===== src/rtl/fetch_dec_rcv_pkg.sv =====
// Shared constants and types for the decode-side fetch receiver.
// A bundle holds four slots. Slot 0 occupies the top 16 bits of each 64-bit field.
package fetch_dec_rcv_pkg;
   localparam int NUM_SLOTS = 4;
   localparam int INST_W    = 16;
   localparam int PC_W      = 16;
   localparam int BUS_W     = NUM_SLOTS * INST_W;
   localparam logic [INST_W-1:0] NOP_INST = 16'h0000;

   typedef struct packed {
      logic [BUS_W-1:0]     pc;
      logic [BUS_W-1:0]     inst;
      logic [BUS_W-1:0]     recv_pc;
      logic [NUM_SLOTS-1:0] pred;
   } bundle_t;

   localparam int BUNDLE_W = $bits(bundle_t);

   // Returns the MSB index of slot i within a 64-bit field (slot i at [hi -: 16]).
   function automatic int slot_hi(input int i);
      return BUS_W - 1 - INST_W * i;
   endfunction
endpackage


===== src/rtl/fetch_dec_rcv_fifo.sv =====
// bundle_fifo: generic W x DEPTH synchronous FIFO with push, pop, flush and occupancy.
// Ports: clk, rst (sync, active high), push_req/pop_req (requests; they are gated
// internally by full/empty), flush (clears pointers and occ, and wins over push and pop),
// wdata/rdata (rdata is the registered head at rd_ptr), occ, full, empty.
module bundle_fifo #(
   parameter int W     = 8,
   parameter int DEPTH = 2,
   parameter int CNTW  = $clog2(DEPTH) + 1
) (
   input  logic            clk,
   input  logic            rst,
   input  logic            push_req,
   input  logic            pop_req,
   input  logic            flush,
   input  logic [W-1:0]    wdata,
   output logic [W-1:0]    rdata,
   output logic [CNTW-1:0] occ,
   output logic            full,
   output logic            empty
);
   localparam int PTRW = $clog2(DEPTH);

   logic [PTRW-1:0] wr_ptr_q, wr_ptr_d;
   logic [PTRW-1:0] rd_ptr_q, rd_ptr_d;
   logic [CNTW-1:0] occ_q, occ_d;
   logic [W-1:0]    mem_q [DEPTH];
   logic [W-1:0]    mem_d [DEPTH];
   logic            push, pop;

   assign full  = (occ_q == CNTW'(DEPTH));
   assign empty = (occ_q == '0);
   assign occ   = occ_q;
   assign rdata = mem_q[rd_ptr_q];

   // A pop in the same cycle does not make room for a push while full.
   assign push = push_req & ~full  & ~flush;
   assign pop  = pop_req  & ~empty & ~flush;

   always_comb begin
      wr_ptr_d = wr_ptr_q;
      rd_ptr_d = rd_ptr_q;
      occ_d    = occ_q;
      mem_d    = mem_q;
      if (flush) begin
         wr_ptr_d = '0;
         rd_ptr_d = '0;
         occ_d    = '0;
      end else begin
         if (push) begin
            mem_d[wr_ptr_q] = wdata;
            wr_ptr_d        = wr_ptr_q + 1'b1;
         end
         if (pop) rd_ptr_d = rd_ptr_q + 1'b1;
         occ_d = occ_q + CNTW'(push) - CNTW'(pop);
      end
   end

   always_ff @(posedge clk) begin
      if (rst) begin
         wr_ptr_q <= '0;
         rd_ptr_q <= '0;
         occ_q    <= '0;
      end else begin
         wr_ptr_q <= wr_ptr_d;
         rd_ptr_q <= rd_ptr_d;
         occ_q    <= occ_d;
      end
   end

   // The storage is not reset. Consumers mask it with !empty.
   always_ff @(posedge clk) begin
      mem_q <= mem_d;
   end
endmodule


===== src/rtl/fetch_dec_rcv.sv =====
// fetch_dec_rcv: decode-side receiver for the 4-wide fetch bundle.
// It buffers bundles in a DEPTH-entry FIFO and presents the oldest one to decode.
// Ports: clk, rst (sync, active high); fet_vld/fet_rdy plus pc/inst/recv_pc/pred inputs
// from fetch; flush; dec_rdy/dec_vld plus dec_* head fields and dec_slot_vld to decode;
// occ (buffered bundle count).
// fet_rdy depends only on registered occupancy, so there is no combinational path
// from dec_rdy.
module fetch_dec_rcv
   import fetch_dec_rcv_pkg::*;
#(
   parameter int DEPTH = 2,
   parameter int CNTW  = $clog2(DEPTH) + 1
) (
   input  logic                 clk,
   input  logic                 rst,
   input  logic                 fet_vld,
   input  logic [BUS_W-1:0]     pc_to_dec,
   input  logic [BUS_W-1:0]     inst_to_dec,
   input  logic [BUS_W-1:0]     recv_pc_to_dec,
   input  logic [NUM_SLOTS-1:0] pred_result_to_dec,
   input  logic                 flush,
   input  logic                 dec_rdy,
   output logic                 fet_rdy,
   output logic                 dec_vld,
   output logic [BUS_W-1:0]     dec_pc,
   output logic [BUS_W-1:0]     dec_inst,
   output logic [BUS_W-1:0]     dec_recv_pc,
   output logic [NUM_SLOTS-1:0] dec_pred,
   output logic [NUM_SLOTS-1:0] dec_slot_vld,
   output logic [CNTW-1:0]      occ
);
   bundle_t                in_b, head_b;
   logic                   full, empty;
   logic [NUM_SLOTS-1:0]   slot_live;

   always_comb begin
      in_b         = '0;
      in_b.pc      = pc_to_dec;
      in_b.inst    = inst_to_dec;
      in_b.recv_pc = recv_pc_to_dec;
      in_b.pred    = pred_result_to_dec;
   end

   bundle_fifo #(
      .W     (BUNDLE_W),
      .DEPTH (DEPTH),
      .CNTW  (CNTW)
   ) u_fifo (
      .clk      (clk),
      .rst      (rst),
      .push_req (fet_vld),
      .pop_req  (dec_rdy),
      .flush    (flush),
      .wdata    (in_b),
      .rdata    (head_b),
      .occ      (occ),
      .full     (full),
      .empty    (empty)
   );

   assign fet_rdy = ~full;
   assign dec_vld = ~empty;

   // Slot 0 lives in the top bits of the bus but maps to bit 3 of the valid vector.
   for (genvar i = 0; i < NUM_SLOTS; i++) begin : g_slot
      localparam int HI = slot_hi(i);
      assign slot_live[NUM_SLOTS-1-i] = (head_b.inst[HI -: INST_W] != NOP_INST);
   end

   // Storage is not reset, so every field is masked while the head is invalid.
   always_comb begin
      dec_pc       = '0;
      dec_inst     = '0;
      dec_recv_pc  = '0;
      dec_pred     = '0;
      dec_slot_vld = '0;
      if (dec_vld) begin
         dec_pc       = head_b.pc;
         dec_inst     = head_b.inst;
         dec_recv_pc  = head_b.recv_pc;
         dec_pred     = head_b.pred;
         dec_slot_vld = slot_live;
      end
   end
endmodule


===== config.mk =====
export PLATFORM = sky130hd
export DESIGN_NAME = fetch_dec_rcv
export DESIGN_NICKNAME = d
export VERILOG_FILES = /design/src/rtl/fetch_dec_rcv_pkg.sv /design/src/rtl/fetch_dec_rcv_fifo.sv /design/src/rtl/fetch_dec_rcv.sv
export SDC_FILE = /design/constraint.sdc
export NUM_CORES = 1
export LEC_CHECK = 0
export CAP_MARGIN = 20
export CORE_ASPECT_RATIO = 0.8
export CORE_UTILIZATION = 49
export DETAILED_ROUTE_END_ITERATION = 7
export GPL_ROUTABILITY_DRIVEN = 1
export GPL_TIMING_DRIVEN = 0
export PLACE_DENSITY = 0.92
export SLEW_MARGIN = 20
export SYNTH_ARGS = -nofsm -noshare
export SYNTH_HDL_FRONTEND = slang
export SYNTH_SLANG_ARGS = --single-unit

===== constraint.sdc =====
create_clock -name clk -period 7.98 [get_ports clk]
set_input_delay 2.394 -clock clk [delete_from_list [all_inputs] [get_ports clk]]
set_output_delay 2.394 -clock clk [all_outputs]
set_load 0.01 [all_outputs]

-- Word-level counts from Yosys, hierarchy flattened
Cells that the tools add are included.
- bitwise operators: 9
- reduce and logical (&&, ||, !) cells: 8
- $lt $le $gt $ge: 3
- equal/unequal tests: 1
- muxes and demuxes: 11
- add/subtract/negate cells: 4
- operators by type and width (kind ; number):
    $mux 196 ; 4
    $bwmux 392 ; 1
    $demux 196 s1 ; 1
    $mux 64 ; 3
    $reduce_bool 16->1 ; 4
    $mux 4 ; 2
    $and 1x1->1 ; 4
    $ge 2x2->1 const B ; 2
    $not 1->2 ; 2
    $not 1->1 ; 3
    $add 1x1->1 const B ; 2
    $add 2x1->2 ; 1
    $eq 2x2->1 const B ; 1
    $logic_not 2->1 ; 1
    $lt 2x1->1 const B ; 1
    $reduce_and 2->1 ; 1
    $reduce_or 2->1 ; 1
    $sub 2x1->2 ; 1
    $logic_and 1x1->1 ; 1
- register bits after elaboration: 396
- input port bits: 201
- word-level logic and storage cells: 41
- output and inout port bits: 204

-- Longest topological paths before layout
Gate-level depths: netlist of run 1.
- word-level depth: 6
- gate-level depth with buffers: 8
- mapped depth without buffers: 8

-- Modules after synthesis
A second synthesis of run 1 with hierarchy kept.
- cell total of the unflattened synthesis: 875
- area total of the unflattened synthesis: 16374.5 um2
- modules (own cells, without submodules) (module ; times used ; cells each ; seq. area each (um2) ; area an instance (um2)):
    bundle_fifo ; 1 ; 635 ; 11851.4 ; 14896.8
    fetch_dec_rcv ; 1 ; 240 ; 0.0 ; 1477.7

-- Least setup slack after synthesis of run 1
Ideal clock, no wire load.
- path type: in2reg
- from: input fet_vld
- to: register u_fifo.mem_q[196] (netlist bit), enable pin
- setup slack: 0.938 ns
- arrival time: 6.495 ns
- path buffers: 0
- library setup time: 0.548 ns
- required time: 7.432 ns
- stages on the path: 3
- cells stage by stage: nor2b_1 -> nand3_1 -> inv_1
- longest elaborated chain between the ends: 3
- ends and longest elaborated chain (item ; RTL line ; source):
    start: declaration ; fetch_dec_rcv.sv:16 ; input logic fet_vld,
    $and 1x1->1 (2 in a row) ; fetch_dec_rcv_fifo.sv:36 ; assign push = push_req & ~full & ~flush;
    $reduce_and 2->1 (no line) ; n/a ;
    end signal: assignment ; fetch_dec_rcv_fifo.sv:72 ; mem_q <= mem_d;
    end: declaration ; fetch_dec_rcv_fifo.sv:26 ; logic [W-1:0] mem_q [DEPTH];
Every way passes these cells.
A chain may end at the register's enable or synchronous reset.

-- Final worst setup path of run 1
- from: register u_fifo.occ_q[1] (netlist: u_fifo.occ[1])
- to: output dec_inst[53]
- longest elaborated chain between the ends: 2
- ends and longest elaborated chain (item ; RTL line ; source):
    start: declaration ; fetch_dec_rcv_fifo.sv:25 ; logic [CNTW-1:0] occ_q, occ_d;
    start signal: assignment ; fetch_dec_rcv_fifo.sv:62 ; occ_q <= '0;
    start signal: assignment ; fetch_dec_rcv_fifo.sv:66 ; occ_q <= occ_d;
    $logic_not 2->1 ; fetch_dec_rcv_fifo.sv:31 ; assign empty = (occ_q == '0);
    $mux 64 ; fetch_dec_rcv.sv:77 ; if (dec_vld) begin
    end: declaration ; fetch_dec_rcv.sv:26 ; output logic [BUS_W-1:0] dec_inst,
Every way passes these cells.

==> results of run 1 <==
## logic make-up (layout without fill, tap and decap cells)
family / after synthesis / after routing / share of synthesized area
other: 0 / 2 / 0
adder cells (fa/ha/maj): 2 / 2 / 0.00163
multiplexers: 196 / 196 / 0.128
XOR/XNOR: 2 / 2 / 0.00114
flip-flops: 396 / 396 / 0.772
buffers and inverters: 48 / 525 / 0.0240
AND/OR/NAND/NOR: 250 / 250 / 0.0698
AO/OA/AOI/OAI: 7 / 7 / 0.00367
## through the flow
step	hold slack [ns]	setup slack [ns]	instance area, um^2	power, uW
2_1_floorplan	0.516	0.938	15400	2540
3_3_place_gp	0.535	-1.60	19900	2760
3_5_place_dp	0.562	2.98	20100	2770
4_1_cts	0.592	2.84	21300	4500
5_1_grt	0.613	2.78	21300	4580
6_report	0.596	2.95	21300	4460
## power by group through the flow
stage	combinational [uW]	clock, uW	sequential, uW
after floorplan	119	0	2420
after global placement	332	0	2430
after detailed placement	352	0	2410
after CTS	355	1770	2370
after global routing	374	1830	2380
final	353	1730	2370
## final timing paths
kind / from / endpoint / cells after the start
max reg2reg: u_fifo.occ[0]$_SDFF_PP0_ / u_fifo.mem_q[53]$_DFFE_PP_ / 4
max: u_fifo.occ[1]$_SDFF_PP0_ / dec_inst[53] / 5
min reg2reg: u_fifo.wr_ptr_q$_SDFFE_PP0P_ / u_fifo.wr_ptr_q$_SDFFE_PP0P_ / 3
min: u_fifo.wr_ptr_q$_SDFFE_PP0P_ / u_fifo.wr_ptr_q$_SDFFE_PP0P_ / 3
## registers in the layout, indices dropped and copies added, names as in the netlist
name             flops
u_fifo.mem_q       392
u_fifo.occ           2
u_fifo.rd_ptr_q      1
u_fifo.wr_ptr_q      1
## worst max-delay path, delay by kind of cell, from the launching register on
kind | cells | cell delay (ns)
buffers and inverters | 3 | 1.29
DFF | 1 | 0.38
and+or+nand+nor | 2 | 0.42
## cell type report
type	instances	area, um^2	share of cell area
diodes	2	5.00	0.000235
plain buffers	43	349	0.0164
clock buffers	47	1050	0.0493
clock inverters	21	155	0.00729
inverters	5	26.3	0.00124
multi-input cells	457	3140	0.147
flip-flops and latches	396	11900	0.557
well taps	413	517	0.0243
repair buffers	409	4180	0.197
## cell usage in the layout, fill, tap and decap left out, types with 3 or more instances in the layout
cell,instances
clkdlybuf4s50_1,404
edfxtp_1,392
nor2_1,199
mux2i_1,196
clkbuf_16,41
nor4_1,32
buf_2,18
clkbuf_1,11
buf_8,10
clkinv_1,9
nand4_1,8
buf_4,6
clkinv_2,6
buf_16,5
buf_6,4
a22o_1,4
dfxtp_1,4
inv_1,3
clkinvlp_4,3
## per-layer routing
layer / part of all wire / GRT usage
met1: 0.36 / 0.265
met2: 0.51 / 0.418
met3: 0.098 / 0.0775
met4: 0.033 / 0.0982
met5: 0 / 0
==> results.cfg, run 1 <==
[outcome]
status = finished, final reports clean

[clocking]
cts.clk_slew.worst_paths_ns = 0.06
htree_levels = 2
cts_buffers = 39
cts_hold_buffers = 0
post-cts-setup-buffers = 0
cts_resized = 0
clkSinkCount = 396
insertion_delay_ns = 0.53
cts_buffer_depth = 3
cts_tree = yes
cts_root_buf = clkbuf_16

[routing]
totalWireLength_um = 39300
vias_per_cell = 5.31
drt_pass1_iterations = 5
wl_per_cell_um = 21.9
vias = 9516
drt_iter0_drc = 450
ant_nets = 0
drcViolationCount = 0

[synth]
synth_ff_type = edfxtp_1
syn_nets = 1104
ys_top_cells_by_count = 392 x edfxtp_1, 199 x nor2_1, 196 x mux2i_1
synth-edff-count = 392
netlist_instances = 901
yosysSeqAreaShare = 0.772
synth_warnings = 0
yosysMostFrequentCell = edfxtp_1
synth_cell_types = 30
yosysTopAreaCellShare = 0.767
yosysTopAreaCell = edfxtp_1
async_flop_share = 0
synth_area_um2 = 15400
postSynthAreaPerCell_um2 = 17.0
synthTopCellsByArea = edfxtp_1 77%, mux2i_1 13%, nor2_1 4.9%
ys_ff_latch = 396

[global_routing]
grt_max_degree = 92
grt_pass1_wl_um = 56200
grtUsageTotal = 0.238
antenna_found_initial = 3
grt_overflow = 0
grt_pass1_vias = 9956

[final_layout]
drive_gt1_frac = 0.0740
nets = 1554
fin_cells = 1793
postLayoutCoreUtil = 0.695
fillers = 1875
area_growth_pct = 38.5

[sta]
rsz0062_at_grt = no
max_slew_margin = 0.476
fin_tns_setup_ns = 0
skew_ns = 0.0168
finalSetupViolations = 0
finalCritPeriodShare = 0.630
fin_crit_ns = 5.03
max_freq_mhz = 199
finalHoldViolCount = 0
tightestPinTransition_ns = 0.787
drv_slew = 0

[setup_path]
crit_path_frequent_cell = buf_2
critPathLaunchType = register
critPathKind = reg -> out
slowest_delay_ns = 0.57
critical_path_arrival_ns = 2.63
crit_fanout = 10
cp_cell_sequence = nor2_4 -> buf_2 -> buf_2 -> nor2_1 -> clkdlybuf4s50_1
crit_path_end_kind = output port
r2r_setup_slack_ns = 5.49
critPathRequiredTime_ns = 5.59
cpMaxStageDelayCell = clkdlybuf4s50_1

[place]
dp_hpwl_um = 27300
io_buffers = 404
gp_congestion = 0.820
dp_cells = 1723

[job]
max-cap-violations = 0

[power]
p_per_area_nw_per_um2 = 210
internal-power_uw = 3540
combinationalPowerShare = 0.079
peakVddDrop_mv = 0.196
switchingPower_uw = 918
seqPwrFrac = 0.532
pwr-share-clk = 0.389
p_sw_frac = 0.206
p_leak_uw = 0.00672

[floorplanning]
die_x_um = 200
dieArea_um2 = 32000
die_h_um = 160
core_area_um2 = 30600
fp-row-count = 57
ios = 405
start_util = 0.502

[hold_path]
min_path_type = reg -> reg
(Power assumes the default switching activity.)
==> run 2, diff against run 1 <==
==> constraint.sdc (replaced) <==
create_clock -name clk -period 4.8 [get_ports clk]
set_input_delay 1.44 -clock clk [delete_from_list [all_inputs] [get_ports clk]]
set_output_delay 1.44 -clock clk [all_outputs]
set_load 0.01 [all_outputs]
==> run 2 against run 1 <==
Effect of this change: flip-flop and latch count is the same; via count decreased by 0.22%; worst setup slack lost 2.2 ns; final cell count up 0.22%; count of clock-buffer cells in the layout stayed put; first-iteration DRC count grew 14%; sequential share of layout area is essentially flat; die area did not move; largest cell class unchanged; wire length up 0.19%.
==> results.cfg, run 2 (synthesized netlist as in run 1, its figures left out) <==
[outcome]
status = finished, final reports clean

[setup_path]
r2r_setup_slack_ns = 2.49
critPathLaunchType = register
critical_path_arrival_ns = 2.65
crit_path_frequent_cell = buf_2
path_depth = 5
worstRegToRegCells = 6
critPathKind = reg -> out
timing.rr.start = u_fifo.occ[0]$_SDFF_PP0_
critPathRequiredTime_ns = 3.36
crit_buf_inv = 3
crit_path_end_kind = output port
crit_fanout = 10
cp_top_family = buffers and inverters
r2r-end = u_fifo.mem_q[304]$_DFFE_PP_
slowest_delay_ns = 0.52
cpMaxStageDelayCell = clkdlybuf4s50_1
cp_cell_sequence = nor2_4 -> buf_2 -> buf_2 -> nor2_1 -> clkdlybuf4s50_1

[routing]
drcViolationCount = 0
vias_per_cell = 5.28
drt_iter0_drc = 514
totalWireLength_um = 39300
drt_pass1_iterations = 4
wl_per_cell_um = 21.9
vias = 9495
ant_nets = 0

[global_routing]
grt_pass1_vias = 10188
grt_overflow = 0
grt_pass1_wl_um = 57500
grt_max_degree = 54
antenna_found_initial = 3
grtUsageTotal = 0.242

[hold_path]
min_path_type = reg -> reg
hp-start = u_fifo.occ[1]$_SDFF_PP0_
holdPathEnd = u_fifo.occ[1]$_SDFF_PP0_
min_path_cells = 2

[power]
p_per_area_nw_per_um2 = 342
peakVddDrop_mv = 0.301
p_leak_uw = 0.00672
power.total_uw = 7270

[floorplanning]
fp-row-count = 57
core_area_um2 = 30600
die_h_um = 160
dieArea_um2 = 32000
die_x_um = 200
start_util = 0.502
ios = 405

[clocking]
cts_resized = 0
cts_hold_buffers = 0
post-cts-setup-buffers = 0
cts_tree = yes
htree_levels = 2
cts_buffers = 39
cts.clk_slew.worst_paths_ns = 0.06
cts_root_buf = clkbuf_16
clkSinkCount = 396
cts_buffer_depth = 3
insertion_delay_ns = 0.53

[final_layout]
ff_latch_area_um2 = 11900
layout_commonest_cell = clkdlybuf4s50_1
largest_reg_flops = 392
postLayoutCoreUtil = 0.695
fin_area_um2 = 21300
multiInputGateArea_um2 = 3150
fillers = 1857
regMostFlops = u_fifo.mem_q
area_growth_pct = 38.6
fin_cells = 1797
layout_common_cells = 404 x clkdlybuf4s50_1, 392 x edfxtp_1, 199 x nor2_1
drive_gt1_frac = 0.0753
nets = 1559

[place]
gp_congestion = 0.800
io_buffers = 404
place_area_um2 = 20200
dp_cells = 1728
dp_hpwl_um = 27200

[sta]
max_slew_margin = 0.551
finalCritPeriodShare = 0.852
fin_crit_ns = 4.09
fin_tns_setup_ns = 0
tightestPinTransition_ns = 0.671
drv_slew = 0
max_freq_mhz = 244
rsz0062_at_grt = no
skew_ns = 0.0158
finalHoldViolCount = 0
finalSetupViolations = 0

[job]
max-cap-violations = 0
==> run 2: changes by cell type in the layout (fill, tap and decap cells not counted), sizes merged <==
cell and change:
buf +5, bufinv -2, clkinv -1, inv +3
clkinvlp -1
==> run 2: area by class of cell <==
| class | instances | area share |
|---|---|---|
| sequential | 396 | 0.557 |
| timing repair buffer | 414 | 0.201 |
| multi-input combinational | 457 | 0.148 |
| clock buffer | 47 | 0.0473 |
| tap | 413 | 0.0243 |
| buffer | 43 | 0.0164 |
| clock inverter | 20 | 0.00488 |
| inverter | 5 | 0.00106 |
| antenna | 2 | 0.000235 |
==> run 2: report_power, final <==
group,leakage (uW),internal (uW),switching (uW),total (uW)
sequential,0.00363,3910,33.0,3940
combinational,0.00255,325,271,596
clock,0.000541,1490,1240,2730
==> run 2: stage by stage <==
step	setup slack [ns]	hold slack (ns)
final	0.708	0.593
after global routing	0.574	0.643
after CTS	0.602	0.597
after detailed placement	0.954	0.588
after global placement	-2.35	0.558
after floorplan	-0.139	0.537
==> run 2: worst max-delay path by stage <==
stage	startpoint	to	slack [ns]
after floorplan	fet_vld	u_fifo.mem_q[196]$_DFFE_PP_	-0.14
after global placement	flush	u_fifo.mem_q[341]$_DFFE_PP_	-2.35
after detailed placement	flush	u_fifo.mem_q[302]$_DFFE_PP_	0.95
after CTS	u_fifo.occ[1]$_SDFF_PP0_	dec_inst[52]	0.60
after global routing	u_fifo.occ[1]$_SDFF_PP0_	dec_inst[52]	0.57
final	u_fifo.occ[1]$_SDFF_PP0_	dec_inst[52]	0.71
==> run 2: worst register-to-register path, cell delays in order, from the launching register on <==
cell        delay (ns)
dfxtp_1           0.42
nand2b_1          0.25
nand3_2           0.14
clkinvlp_4        0.40
buf_12            0.26
buf_12            0.24
buf_12            0.27
==> run 2: layer usage <==
| metal | part of all wire | GRT usage |
|---|---|---|
| met3 | 0.10 | 0.0838 |
| met4 | 0.029 | 0.0926 |
| met2 | 0.51 | 0.426 |
| met5 | 0 | 0 |
| met1 | 0.36 | 0.268 |
==> variant, RTL diff (settings of run 2) <==
`DEPTH` is set to 2 in 2 places; all go to 1.
--- a/src/rtl/fetch_dec_rcv_fifo.sv
+++ b/src/rtl/fetch_dec_rcv_fifo.sv
@@ -5,5 +5,5 @@
 module bundle_fifo #(
    parameter int W     = 8,
-   parameter int DEPTH = 2,
+   parameter int DEPTH = 1,
    parameter int CNTW  = $clog2(DEPTH) + 1
 ) (
--- a/src/rtl/fetch_dec_rcv.sv
+++ b/src/rtl/fetch_dec_rcv.sv
@@ -9,5 +9,5 @@
    import fetch_dec_rcv_pkg::*;
 #(
-   parameter int DEPTH = 2,
+   parameter int DEPTH = 1,
    parameter int CNTW  = $clog2(DEPTH) + 1
 ) (
Interface: changed (resized occ); port bits go from 405 to 404. No check against the original RTL was run, so the function may have changed too.
==> variant against run 2 <==
Via count down 43%. Highest routed layer unchanged. Sequential cell count down 197. Power down 47%. Worst setup slack better by 0.43 ns. Area after synthesis down 51%. Largest power group unchanged. Clock power down 49%. Clock skew down 0.0068 ns. Cell count down 40%. Maximum frequency up 12%. Wire length down 40%. Design area down 41%.
==> variant: results <==
export IMPL_post_drt_wl_per_cell_um=22.0
export IMPL_drive_above_1_share_pct=6.75
export IMPL_ff2ff_setup_slack_ns=2.93
export IMPL_min_delay_start="u_fifo.wr_ptr_q[-1]"
export IMPL_cts_buffer_depth=2
export IMPL_ys_top_cells_by_area="edfxtp_1, and2_1, nor4_1"
export IMPL_htreeDepth=4
export IMPL_preCtsSetupSlack_ns=1.46
export IMPL_synth_common_cells="and2_1, edfxtp_1, nor4_1, clkbuf_2, buf_2"
export IMPL_irDropWorstVdd_v=0.000255
export IMPL_avgViaCountPerCell=5.01
export IMPL_min_to="u_fifo.wr_ptr_q[-1]"
export IMPL_portBuffers=403
export IMPL_netlist_instances=450
export IMPL_antenna_found_initial=1
export IMPL_crit_arrival_ns=2.22
export IMPL_fill_cells=739
export IMPL_r2r_start="u_fifo.full"
export IMPL_outcome="finished, final reports clean"
export IMPL_place_area_um2=11900
export IMPL_num_vias=5411
export IMPL_insertion_delay_ns=0.43
export IMPL_largest_reg_flops=196
export IMPL_synth_yosys_seq_area_share_pct=78.7
export IMPL_grt_max_degree=55
export IMPL_gp_congestion=0.897
export IMPL_p_leak_nw=4.39
export IMPL_dp_hpwl_um=17500
export IMPL_cts_buffers_inserted=17
export IMPL_grt_pass1_vias=5697
export IMPL_worstMarginPinSlew_ns=0.523
export IMPL_post_place_cells=1046
export IMPL_multi_input_area_um2=1460
export IMPL_rr_endpoint="u_fifo.mem_q[175]"
export IMPL_syn_cell_area_um2=7550
export IMPL_r2r_cells=5
export IMPL_ys_types=19
export IMPL_clock_skew_ns=0.00902
export IMPL_drt_iter0_markers=310
export IMPL_gr_usage_all_layers_pct=29.5
export IMPL_hold_slack_ns=0.576
export IMPL_num_nets_final=1078
export IMPL_syn_nets=652
export IMPL_grt_first_pass_wirelength_um=33200
-- variant: where the power goes --
part / leakage [nW] / switching (mW) / total, mW / internal [mW]
clock: 0.275 / 0.623 / 1.38 / 0.759
combinational: 2.27 / 0.164 / 0.435 / 0.271
sequential: 1.85 / 0.0271 / 2.03 / 2.00
total: 4.39 / 0.814 / 3.85 / 3.03
-- variant: area by class of cell --
cell class,instances,area share [%]
Clock inverter,15,1.07
Tap cell,189,1.89
Inverter,3,0.0901
Clock buffer,17,3.41
Antenna cell,1,0.0200
Buffer,23,1.11
Sequential cell,199,47.6
Timing Repair Buffer,407,33.1
Multi-Input combinational cell,225,11.7
-- variant: layer usage --
layer	track usage [%]	vias up	share of wire [%]
met2	54.0	284	54
met3	10.5	61	8.6
li1	-	2449	-
met5	0	-	0
met4	14.0	0	3.7
met1	30.0	2617	34
-- variant: worst max path at each step --
stage / from / to
finish: u_fifo.full / dec_inst[17]
global route: u_fifo.full / dec_inst[2]
CTS: u_fifo.full / dec_inst[17]
detailed placement: fet_vld / u_fifo.mem_q[12]
global placement: fet_vld / u_fifo.mem_q[121]
floorplan: fet_vld / u_fifo.mem_q[0]
-- variant: critical path, stage by stage (launching register included) --
cell and delay [ns]:
dfxtp_1 0.41, buf_2 0.31, clkbuf_2 0.27, and2_1 0.17, clkdlybuf4s50_1 0.63
-- variant: cells by family (layout without fill, tap and decap cells) --
logic type	Yosys count	in the layout	share of synthesized area, %
AO/OA/AOI/OAI	5	5	0.828
other	0	1	0
adder cells (fa/ha/maj)	1	1	0.166
AND/OR/NAND/NOR	217	217	18.1
multiplexers	1	1	0.132
XOR/XNOR	1	1	0.116
buffers and inverters	26	465	1.99
flip-flops	199	199	78.7
